[src/rtl/sound_cmd_ctrl.sv]
// Sound command latch between the 68K and Z80, with Z80 NMI pulse
// generation and uPD7759 port/START/RESET control.
module sound_cmd_ctrl #(
    parameter int NMI_LEN   = 16,
    parameter int NMI_GAP   = 8,
    parameter int START_LEN = 4
) (
    input  logic       clk,
    input  logic       reset_n,
    input  logic       m68k_wr,
    input  logic [7:0] m68k_din,
    input  logic       z80_latch_rd,
    input  logic       z80_upd_wr,
    input  logic       z80_upd_rst_wr,
    input  logic [7:0] z80_din,
    output logic [7:0] z80_latch_dout,
    output logic       z80_nmi_n,
    output logic [7:0] upd_port,
    output logic       upd_start,
    output logic       upd_reset_n,
    output logic       cmd_pending,
    output logic       overrun
);

    localparam int MAX_A = (NMI_LEN > NMI_GAP) ? NMI_LEN : NMI_GAP;
    localparam int MAX_C = (MAX_A > START_LEN) ? MAX_A : START_LEN;
    localparam int CW    = $clog2(MAX_C + 1);

    localparam logic [CW-1:0] NMI_END   = CW'(NMI_LEN - 1);
    localparam logic [CW-1:0] GAP_END   = CW'(NMI_GAP - 1);
    localparam logic [CW-1:0] START_END = CW'(START_LEN - 1);

    typedef enum logic [1:0] {N_IDLE, N_ASSERT, N_GAP} nmi_state_t;
    typedef enum logic [1:0] {S_IDLE, S_LOAD, S_PULSE} st_state_t;

    function automatic logic [CW-1:0] sat_inc(input logic [CW-1:0] v);
        return (v == {CW{1'b1}}) ? v : v + CW'(1);
    endfunction

    logic wr_q, rd_q, upd_q, rst_q;
    logic wr_edge, rd_edge, upd_edge, rst_edge;

    // Previous-value registers reset high so a strobe held across reset
    // release is not taken as an edge.
    always_ff @(posedge clk) begin
        if (!reset_n) begin
            wr_q  <= 1'b1;
            rd_q  <= 1'b1;
            upd_q <= 1'b1;
            rst_q <= 1'b1;
        end else begin
            wr_q  <= m68k_wr;
            rd_q  <= z80_latch_rd;
            upd_q <= z80_upd_wr;
            rst_q <= z80_upd_rst_wr;
        end
    end

    assign wr_edge  = m68k_wr & ~wr_q;
    assign rd_edge  = z80_latch_rd & ~rd_q;
    assign upd_edge = z80_upd_wr & ~upd_q;
    assign rst_edge = z80_upd_rst_wr & ~rst_q;

    always_ff @(posedge clk) begin
        if (!reset_n) begin
            z80_latch_dout <= 8'h00;
            cmd_pending    <= 1'b0;
            overrun        <= 1'b0;
            upd_port       <= 8'h00;
            upd_reset_n    <= 1'b0;
        end else begin
            if (wr_edge)
                z80_latch_dout <= m68k_din;
            if (wr_edge)
                cmd_pending <= 1'b1;
            else if (rd_edge)
                cmd_pending <= 1'b0;
            if (wr_edge && cmd_pending && !rd_edge)
                overrun <= 1'b1;
            if (upd_edge)
                upd_port <= z80_din;
            if (rst_edge)
                upd_reset_n <= z80_din[7];
        end
    end

    nmi_state_t    nmi_state, nmi_next;
    logic [CW-1:0] nmi_cnt, nmi_cnt_next;
    logic          queued;

    always_ff @(posedge clk) begin
        if (!reset_n) begin
            nmi_state <= N_IDLE;
            nmi_cnt   <= '0;
            queued    <= 1'b0;
        end else begin
            nmi_state <= nmi_next;
            nmi_cnt   <= nmi_cnt_next;
            queued    <= (nmi_state == N_IDLE) ? 1'b0 : (queued | wr_edge);
        end
    end

    always_comb begin
        nmi_next     = nmi_state;
        nmi_cnt_next = sat_inc(nmi_cnt);
        unique case (nmi_state)
            N_IDLE: begin
                nmi_cnt_next = '0;
                if (wr_edge || queued)
                    nmi_next = N_ASSERT;
            end
            N_ASSERT: begin
                if (nmi_cnt >= NMI_END) begin
                    nmi_next     = N_GAP;
                    nmi_cnt_next = '0;
                end
            end
            N_GAP: begin
                if (nmi_cnt >= GAP_END) begin
                    nmi_next     = N_IDLE;
                    nmi_cnt_next = '0;
                end
            end
            default: begin
                nmi_next     = N_IDLE;
                nmi_cnt_next = '0;
            end
        endcase
    end

    always_comb begin
        z80_nmi_n = (nmi_state != N_ASSERT);
    end

    st_state_t     st_state, st_next;
    logic [CW-1:0] st_cnt, st_cnt_next;

    always_ff @(posedge clk) begin
        if (!reset_n) begin
            st_state <= S_IDLE;
            st_cnt   <= '0;
        end else begin
            st_state <= st_next;
            st_cnt   <= st_cnt_next;
        end
    end

    // A new write during the pulse keeps START low and restarts its count.
    always_comb begin
        st_next     = st_state;
        st_cnt_next = sat_inc(st_cnt);
        unique case (st_state)
            S_IDLE: begin
                st_cnt_next = '0;
                if (upd_edge)
                    st_next = S_LOAD;
            end
            S_LOAD: begin
                st_cnt_next = '0;
                if (!upd_edge)
                    st_next = S_PULSE;
            end
            S_PULSE: begin
                if (upd_edge) begin
                    st_cnt_next = '0;
                end else if (st_cnt >= START_END) begin
                    st_next     = S_IDLE;
                    st_cnt_next = '0;
                end
            end
            default: begin
                st_next     = S_IDLE;
                st_cnt_next = '0;
            end
        endcase
    end

    always_comb begin
        upd_start = (st_state != S_PULSE);
    end

endmodule

[config.mk]
export PLATFORM = sky130hd
export DESIGN_NAME = sound_cmd_ctrl
export DESIGN_NICKNAME = d
export VERILOG_FILES = /design/src/rtl/sound_cmd_ctrl.sv
export SDC_FILE = /design/constraint.sdc
export NUM_CORES = 1
export LEC_CHECK = 0
export ABC_AREA = 0
export CORE_ASPECT_RATIO = 1.4
export CORE_MARGIN = 2
export CORE_UTILIZATION = 46
export DETAILED_ROUTE_END_ITERATION = 16
export GPL_TIMING_DRIVEN = 1
export PLACE_DENSITY = 0.85
export SYNTH_ARGS = -nofsm -noshare
export SYNTH_HDL_FRONTEND = slang
export SYNTH_SLANG_ARGS = --single-unit
[constraint.sdc]
create_clock -name clk -period 2.25 [get_ports clk]
set_input_delay 0.45 -clock clk [delete_from_list [all_inputs] [get_ports clk]]
set_output_delay 0.45 -clock clk [all_outputs]
set_load 0.1 [all_outputs]
==> results.ini, run 1 <==
[global_routing]
track_usage = 0.176
grt_overflow = 0
grt_start_max_net_pins = 21
grt_first_pass_wirelength_mm = 4.97
antenna_found_initial = 0
grt_pass1_vias = 1166

[sta]
fmax_mhz = 562
finalCritPeriodShare = 0.791
period_minus_slack_ps = 1780
rsz0062_at_grt = false
final_max_slew_viol_count = 0
finalHoldViolations = 0
hold_slack_ps = 455
clock_skew_ps = 4.63
tns_ps = 0
finalSetupViolations = 0

[floorplanning]
start_util = 0.482
die_w_um = 52.1
die_area_um2 = 3720
rows = 24
die_h_um = 71.4
boundaryPins = 43
core-area_um2 = 3090

[route]
drt_pre_antenna_iters = 4
vias_per_cell = 5.00
post-route-drc-count = 0
vias = 1296
drt_iter0_markers = 17
routed_wl_mm = 3.05
avgRoutedWirePerCell_um = 11.8
postRouteAntennaNets = 0

[finish]
area_delta_synth_final_pct = 35.7
regArea_um2 = 761
nNetsFinal = 247
post_layout_nonfiller_instances = 259
final_core_util = 0.654
drive_gt1_frac = 0.159
most-common-layout-cells = 38 x nand2_1, 38 x dfxtp_1, 24 x buf_4
antenna_cells = 0
multiInputGateArea_um2 = 689
fillerInstances = 251

[power]
swShare = 0.296
leakage_nw = 0.830
pwr_density_cell_nw_per_um2 = 740
p_seq_frac = 0.476
p_comb_frac = 0.205
p_switching_uw = 444
clock_power_share = 0.318
peakVddDrop_uv = 669
intPower_mw = 1.05

[setup_path]
crit_chain = inv_1 > ha_1 > inv_1 > buf_12
required_ps = 1800
criticalPathCategory = reg2out
r2r-start = nmi_cnt[0]
endpoint_kind = output port
crit_fanout = 3
crit_end = z80_nmi_n
slowest_stage = dfxtp_1
crit_arrival_ps = 1330
worstRegToRegCells = 5
crit_top_cell = inv_1
start_kind = flip-flop
rrSetupSlack_ps = 530
max_stage_delay_ps = 360
r2r_end = nmi_state[1]
crit_start = nmi_state[1]

[synth]
netlist_area_um2 = 1490
synth-edff-count = 0
synthArstFlopShare = 0
synth_cells = 171
syn_avg_cell_area_um2 = 8.72
ys.flop_type = dfxtp_1
yosysSeqAreaShare = 0.510
ys_warn_count = 0
ys_types = 35
ys_seq_elements = 38

[hold_path]
hold_path.class = reg2reg

[clock_network]
clock_latency_ps = 290
cts.clk_slew.worst_paths_ps = 70
postCtsResizedCells = 0
clockBufferDepth = 2
holdBufCountCts = 0
clock-sinks = 38
cts_inserted_buffers = 5
clockRootBuffer = clkbuf_8
cts_tree = done
post_cts_buffers = 0
cts_max_level = 2

[place]
port_buffers = 42
dp.cells = 251
dpl.hpwl_mm = 2.19
gp_congestion = 0.714

[outcome]
status = completed

[flow_run]
drv_cap = 0

[layout make-up]
type	count	share of cell area
repair buffers	46	0.203
clock buffers	7	0.0427
multi-input cells	122	0.341
inverters	6	0.0111
clock inverters	1	0.00247
flip-flops and latches	38	0.376
well taps	39	0.0241
[through the flow]
| step | instance area (um2) | total power [mW] | setup slack, ps |
|---|---|---|---|
| 2_1_floorplan | 1500 | 0.934 | 407 |
| 3_3_place_gp | 1930 | 1.03 | 428 |
| 3_5_place_dp | 1930 | 1.04 | 361 |
| 4_1_cts | 2020 | 1.51 | 464 |
| 5_1_grt | 2020 | 1.56 | 414 |
| 6_report | 2020 | 1.50 | 471 |
[cells by family after synthesis]
group	Yosys count	share of synthesized area
XOR/XNOR	2	0.0117
buffers and inverters	13	0.0327
multiplexers	5	0.0344
AND/OR/NAND/NOR	76	0.233
AO/OA/AOI/OAI	30	0.125
other	1	0.00251
flip-flops	38	0.510
adder cells (fa/ha/maj)	6	0.0503
[per-layer routing]
metal,global-route usage,part of all wire,vias up
li1,-,-,670
met1,0.212,0.44,594
met5,0,0,-
met2,0.294,0.51,28
met3,0.0500,0.047,4
met4,0.0614,0.0062,0
[worst max-delay path: cells and delay by family (launching register included)]
| family | cells | cell delay [ps] |
|---|---|---|
| adder cells (fa/ha/maj) | 1 | 220 |
| buffers and inverters | 3 | 460 |
| flip-flops | 1 | 360 |
[flip-flops by register name, indices dropped and copies added (netlist names), 2 cells and up]
register and cells:
upd_port 8, st_state 2, nmi_state 2, st_cnt 5, z80_latch_dout 8, nmi_cnt 5
[worst min path at each step]
| stage | start | end | depth (start not counted) |
|---|---|---|---|
| 3_5_place_dp | z80_latch_dout[2] | z80_latch_dout[2] | 2 |
| 6_report | z80_latch_dout[2] | z80_latch_dout[2] | 2 |
| 4_1_cts | z80_latch_dout[2] | z80_latch_dout[2] | 2 |
| 5_1_grt | z80_latch_dout[3] | z80_latch_dout[3] | 2 |
| 2_1_floorplan | st_state[1] | st_state[0] | 1 |
| 3_3_place_gp | upd_port[2] | upd_port[2] | 2 |
[power by group through the flow]
| stage | logic (mW) | registers, mW | clock network (mW) |
|---|---|---|---|
| finish | 0.308 | 0.713 | 0.477 |
| global route | 0.329 | 0.716 | 0.513 |
| CTS | 0.310 | 0.713 | 0.486 |
| detailed placement | 0.309 | 0.729 | 0 |
| global placement | 0.305 | 0.728 | 0 |
| floorplan | 0.126 | 0.808 | 0 |
[cell usage after synthesis (2+ instances only)]
cell type / count / area, um2
dfxtp_1: 38 / 761
nand2_1: 38 / 143
a21oi_1: 19 / 95.1
nor2_1: 9 / 33.8
clkbuf_1: 6 / 22.5
ha_1: 6 / 75.1
inv_1: 6 / 22.5
nand2b_1: 6 / 37.5
nor3_1: 6 / 30.0
nand3_1: 5 / 25.0
mux2i_1: 4 / 40.0
nor2b_1: 3 / 18.8
nand4_1: 2 / 12.5
o21a_1: 2 / 15.0
Power figures use the tool's default switching activity.
==> run 2: changes to the inputs <==
CORE_UTILIZATION = 42   (was 46)
PLACE_DENSITY = 0.82   (was 0.85)
clock period = 1.5 ns   (was 2.25 ns; I/O delays follow)
==> run 2 against run 1 <==
  * The flow now finishes with violations (negative setup slack)
  * Clock skew hardly changed
  * Global-route usage increased by 2.7 points
  * Register-to-register slack got worse by 550 ps
  * Non-clock buffer count increased by 15
  * Sequential share of layout area down 6.2 points
  * Cell count is 6.2% higher
  * Combinational power increased by 91%
  * Sequential cell count unchanged
  * Critical path depth rose by 1
  * Critical endpoint is now nmi_state[1]
  * Largest cell class is now buffers
  * Largest power group unchanged
==> results.ini, run 2 (same netlist as run 1, synthesis figures left out) <==
[global_routing]
grt_first_pass_wirelength_mm = 5.88  ; +18%
grt_overflow = 0  ; unchanged
track_usage = 0.202  ; +0.0266
grt_pass1_vias = 1360  ; +17%
grt_start_max_net_pins = 12  ; -43%
antenna_found_initial = 0  ; unchanged

[sta]
period_minus_slack_ps = 1520
final_max_slew_viol_count = 0  ; unchanged
finalSetupViolations = 2  ; +2
fmax_mhz = 657
clock_skew_ps = 4.98  ; +0.352 ps
worst_slack_ps = -21.4  ; -492 ps
finalHoldViolations = 0  ; unchanged
rsz0062_at_grt = true
finalCritPeriodShare = 1.01

[finish]
area_delta_synth_final_pct = 63.5
top_regs = upd_port x8, z80_latch_dout x8
drive_gt1_frac = 0.264  ; +0.105
antenna_cells = 0  ; unchanged
most-common-layout-cells = 38 x nand2_1, 34 x dfxtp_1, 21 x clkdlybuf4s50_1, 21 x buf_12, 19 x a21oi_1
final_common_cell = nand2_1
nNetsFinal = 262  ; +6.1%

[route]
vias = 1349  ; +4.1%
postRouteAntennaNets = 0  ; unchanged
wl_met2_mm = 1.84  ; +18%
met3_wirelength_um = 146  ; +2.8%
drt_pre_antenna_iters = 4  ; unchanged
post-route-drc-count = 0  ; unchanged
vias_per_cell = 4.91  ; -2.0%
routed.top_layer = met4
routed_wl_mm = 3.52  ; +15%
drt_iter0_markers = 31  ; +14
avgRoutedWirePerCell_um = 12.8  ; +8.5%
m1WireLength_mm = 1.40  ; +4.7%

[hold_path]
hold_start = z80_latch_dout[1]
min_path_cells = 2  ; unchanged
hold_path.class = reg2reg
whs_endpoint = z80_latch_dout[1]

[clock_network]
cts_inserted_buffers = 5  ; unchanged
clockBufferDepth = 2  ; unchanged
cts_max_level = 2  ; unchanged
cts.clk_slew.worst_paths_ps = 70  ; about the same
clock_latency_ps = 290  ; about the same
holdBufCountCts = 0  ; unchanged
clock-sinks = 38  ; unchanged
clockRootBuffer = clkbuf_8
cts_tree = done

[setup_path]
worstRegToRegCells = 5  ; unchanged
required_ps = 1690  ; -110 ps
r2r-start = nmi_cnt[1]
criticalPathCategory = reg2reg
endpoint_kind = flip-flop
r2r_end = nmi_state[1]
crit_arrival_ps = 1710  ; +380 ps
rrSetupSlack_ps = -20  ; -550 ps
crit_fanout = 4  ; +1
start_kind = flip-flop

[place]
gp_congestion = 0.842  ; +18%
port_buffers = 42  ; unchanged
dpl.hpwl_mm = 2.57  ; +17%
place_ws_ps = -200  ; -562 ps

[power]
peakVddDrop_uv = 926  ; +38%
pwr_density_cell_nw_per_um2 = 978  ; +32%
leakage_nw = 0.969  ; +17%
p_total_mw = 2.38  ; +59%

[floorplanning]
boundaryPins = 43  ; unchanged
die_w_um = 54.4  ; +4.3%
die_area_um2 = 4050  ; +8.9%
start_util = 0.441  ; -0.0407
rows = 25  ; +4.2%
die_h_um = 74.5  ; +4.4%
core-area_um2 = 3380  ; +9.2%

[outcome]
status = finished with violations
failed_checks = negative setup slack

[flow_run]
drv_cap = 0  ; unchanged

[run 2: cell count changes in the layout (fill, tap and decap cells not counted), moves of 2 or more]
cell | previous run | this run
buf_12 | 1 | 21
buf_4 | 24 | 18
dfxtp_1 | 38 | 34
dfxtp_2 | 0 | 4
ha_1 | 6 | 4
ha_4 | 0 | 2
inv_1 | 6 | 4
inv_2 | 0 | 2
nor3_1 | 6 | 4
nor3_2 | 0 | 2
[run 2: worst max path at each step]
stage                      start  depth (start not counted)            to
detailed placement       m68k_wr                          5  nmi_state[1]
finish                nmi_cnt[1]                          5  nmi_state[1]
floorplan           nmi_state[1]                          6  nmi_state[1]
global placement         m68k_wr                          5  nmi_state[1]
global route          nmi_cnt[0]                          5  nmi_state[1]
CTS                   nmi_cnt[1]                          5  nmi_state[1]
[run 2: critical path, stage by stage (launching register included)]
cell,delay (ps)
dfxtp_2,340
buf_4,140
a21o_1,200
a31o_2,260
a2111o_1,410
o311ai_1,80
[run 2: layout make-up]
| type | instances | area, um2 |
|---|---|---|
| clock buffers | 7 | 86.3 |
| flip-flops and latches | 38 | 766 |
| fillers | 244 | 940 |
| multi-input cells | 122 | 732 |
| clock inverters | 1 | 5.00 |
| well taps | 40 | 50.0 |
| inverters | 6 | 22.5 |
| repair buffers | 61 | 777 |
[run 2: stage by stage]
| step | area (um2) | TNS (ps) | cells | hold slack, ps | util |
|---|---|---|---|---|---|
| floorplan | 1500 | -1510 | 173 | 394 | - |
| global placement | 2280 | -249 | 264 | 475 | 0.674 |
| detailed placement | 2280 | -376 | 264 | 487 | 0.674 |
| CTS | 2420 | -25.9 | 275 | 497 | 0.717 |
| global route | 2440 | -142 | 275 | 515 | 0.722 |
| finish | 2440 | -38.9 | 275 | 495 | 0.722 |
[run 2: timing repair]
item / 4_1_cts / 5_1_grt
gates resized for setup: 9 / 5
cloned: 0 / 0
pin swaps: 4 / 1
buffers inserted: 3 / 0
endpoints found under the setup margin: 5 / 5
[run 2: routing by layer]
metal / track usage / vias up
met5: 0 / -
met1: 0.213 / 607
met2: 0.339 / 32
met4: 0.122 / 0
met3: 0.0683 / 13
li1: - / 697
[run 2: where the power goes]
| group | switching [mW] | internal [mW] | leakage (nW) |
|---|---|---|---|
| clock network | 0.341 | 0.370 | 0.0482 |
| registers | 0.0360 | 1.05 | 0.312 |
| logic | 0.322 | 0.265 | 0.609 |
==> run 3: changes to the inputs <==
CORE_UTILIZATION = 40   (was 42)
DONT_BUFFER_PORTS = 1   (was default)
PLACE_DENSITY = 0.63   (was 0.82)
==> run 3 against run 2 <==
  * The run now ends clean
  * Global-route usage is 4.5 points lower
  * Die area is 4.7% higher
  * Hold slack worse by 410 ps
  * Non-clock buffer count is 32 lower
  * Total power is 9.5% lower
  * Register-to-register slack better by 30 ps
  * Highest routed layer unchanged
  * Clock power is 7.9% lower
  * Sequential cell count stayed put
  * Count of clock-buffer cells in the layout is 1 lower
==> results.ini, run 3 (same netlist as run 1, synthesis figures left out) <==
[outcome]
status = completed

[route]
vias = 1248  ; -7.5%
avgRoutedWirePerCell_um = 12.4  ; -3.2%
post-route-drc-count = 0  ; unchanged
drt_pre_antenna_iters = 3  ; -1
vias_per_cell = 5.11  ; +4.3%
postRouteAntennaNets = 0  ; unchanged
routed_wl_mm = 3.02  ; -14%
drt_iter0_markers = 40  ; +29%

[clock_network]
cts_inserted_buffers = 5  ; unchanged
clock-sinks = 38  ; unchanged
holdBufCountCts = 0  ; unchanged
clock_latency_ps = 280  ; about the same
post_cts_buffers = 0  ; -3
cts_tree = done
clockRootBuffer = clkbuf_8
cts.clk_slew.worst_paths_ps = 70  ; about the same
cts_max_level = 2  ; unchanged
clockBufferDepth = 2  ; unchanged

[floorplanning]
start_util = 0.413  ; -0.0285
core-area_um2 = 3610  ; +6.9%
die_area_um2 = 4240  ; +4.7%
rows = 26  ; +4.0%
die_w_um = 55.6  ; +2.3%
boundaryPins = 43  ; unchanged
die_h_um = 76.3  ; +2.3%

[sta]
finalCritPeriodShare = 0.994  ; -0.0205
finalSetupViolations = 0  ; -2
worst_slack_ps = 9.31  ; +30.7 ps
finalHoldViolations = 0  ; unchanged
fmax_mhz = 671  ; +2.1%
tns_ps = 0  ; +38.9 ps
final_max_slew_viol_count = 0  ; unchanged
period_minus_slack_ps = 1490  ; -30.7 ps
hold_slack_ps = 88.4  ; -406 ps
rsz0062_at_grt = true
clock_skew_ps = 3.93  ; -1.05 ps

[setup_path]
criticalPathCategory = reg2reg
rrSetupSlack_ps = 9  ; +30 ps
r2r_end = nmi_state[1]
worstRegToRegCells = 5  ; unchanged
max_stage_delay_ps = 400  ; about the same
start_kind = flip-flop
r2r-start = nmi_cnt[1]
crit_chain = buf_4 > a21o_1 > a31o_2 > a2111o_1 > o311ai_1
crit_fanout = 4  ; unchanged
endpoint_kind = flip-flop
slowest_stage = a2111o_1
crit_arrival_ps = 1680  ; -30 ps
required_ps = 1690  ; about the same

[power]
peakVddDrop_uv = 950  ; +2.6%
pwr_density_cell_nw_per_um2 = 1140  ; +17%
leakage_nw = 0.766  ; -21%

[place]
placed_cell_area_um2 = 1760  ; -23%
gp_congestion = 0.733  ; -13%
dpl.hpwl_mm = 2.29  ; -11%
port_buffers = 0  ; -100%
place_ws_ps = -95.4  ; +105 ps

[finish]
area_delta_synth_final_pct = 26.7
nNetsFinal = 230  ; -12%
fillerInstances = 345  ; +41%
top_regs = upd_port x8, z80_latch_dout x8
fin_area_um2 = 1890  ; -23%
most-common-layout-cells = 38 x nand2_1, 35 x dfxtp_1, 27 x buf_4
antenna_cells = 0  ; unchanged
final_common_cell = nand2_1
drive_gt1_frac = 0.238  ; -0.0262

[global_routing]
grt_overflow = 0  ; unchanged
track_usage = 0.157  ; -0.0452
grt_first_pass_wirelength_mm = 5.29  ; -10%
antenna_found_initial = 0  ; unchanged
grt_start_max_net_pins = 20  ; +8
grt_pass1_vias = 1309  ; -3.8%

[hold_path]
hold_path.class = in2reg
hold_start = reset_n
whs_endpoint = upd_q
min_path_cells = 1  ; -1

[flow_run]
drv_cap = 0  ; unchanged

run 3: cell count changes in the layout (fill, tap and decap cells not counted), sizes merged:
| cell | before | now |
|---|---|---|
| clkinv | 1 | 0 |
| clkdlybuf4s50 | 21 | 0 |
| clkinvlp | 0 | 1 |
| clkbuf | 7 | 6 |
| buf | 40 | 29 |
run 3: where the power goes:
group	total, mW	switching, mW	internal [mW]
Clock	0.656	0.337	0.318
Combinational	0.432	0.295	0.137
Sequential	1.07	0.0232	1.05
run 3: what timing repair did:
action | 4_1_cts | 5_1_grt
pin swaps | 5 | 0
resized for setup | 11 | 3
endpoints found under the setup margin | 4 | 4
run 3: worst max path at each step:
stage	cells past startpoint	endpoint	slack (ps)	startpoint
global placement	5	nmi_state[1]	-40	nmi_cnt[0]
detailed placement	5	nmi_state[1]	-100	nmi_cnt[0]
floorplan	6	nmi_state[1]	-340	nmi_state[1]
CTS	5	nmi_state[1]	2	nmi_cnt[1]
finish	5	nmi_state[1]	9	nmi_cnt[1]
global route	5	nmi_state[1]	-60	nmi_cnt[1]
run 3: worst max-delay path: cells and delay by family, from the launching register on:
kind | cells | cell delay, ps
buf+inv | 1 | 140
flops | 1 | 340
compound gates | 4 | 920
run 3: area by class of cell:
type / count / area [um2] / area share
well taps: 42 / 52.6 / 0.0278
multi-input cells: 122 / 727 / 0.385
inverters: 6 / 22.5 / 0.0119
clock inverters: 1 / 7.51 / 0.00397
flip-flops and latches: 38 / 764 / 0.405
clock buffers: 6 / 72.6 / 0.0384
repair buffers: 29 / 243 / 0.128
run 3: per-layer routing:
| metal | track usage | vias to the layer above | share of wire |
|---|---|---|---|
| li1 | - | 626 | - |
| met4 | 0.0878 | 0 | 0.028 |
| met5 | 0 | - | 0 |
| met3 | 0.0492 | 8 | 0.067 |
| met2 | 0.286 | 33 | 0.53 |
| met1 | 0.153 | 581 | 0.37 |
run 3: metrics by stage:
stage | power (mW) | std cells | utilization
5_1_grt | 2.25 | 244 | 0.523
2_1_floorplan | 1.40 | 173 | -
3_5_place_dp | 1.49 | 237 | 0.487
6_report | 2.16 | 244 | 0.523
4_1_cts | 2.17 | 244 | 0.521
3_3_place_gp | 1.48 | 237 | 0.487
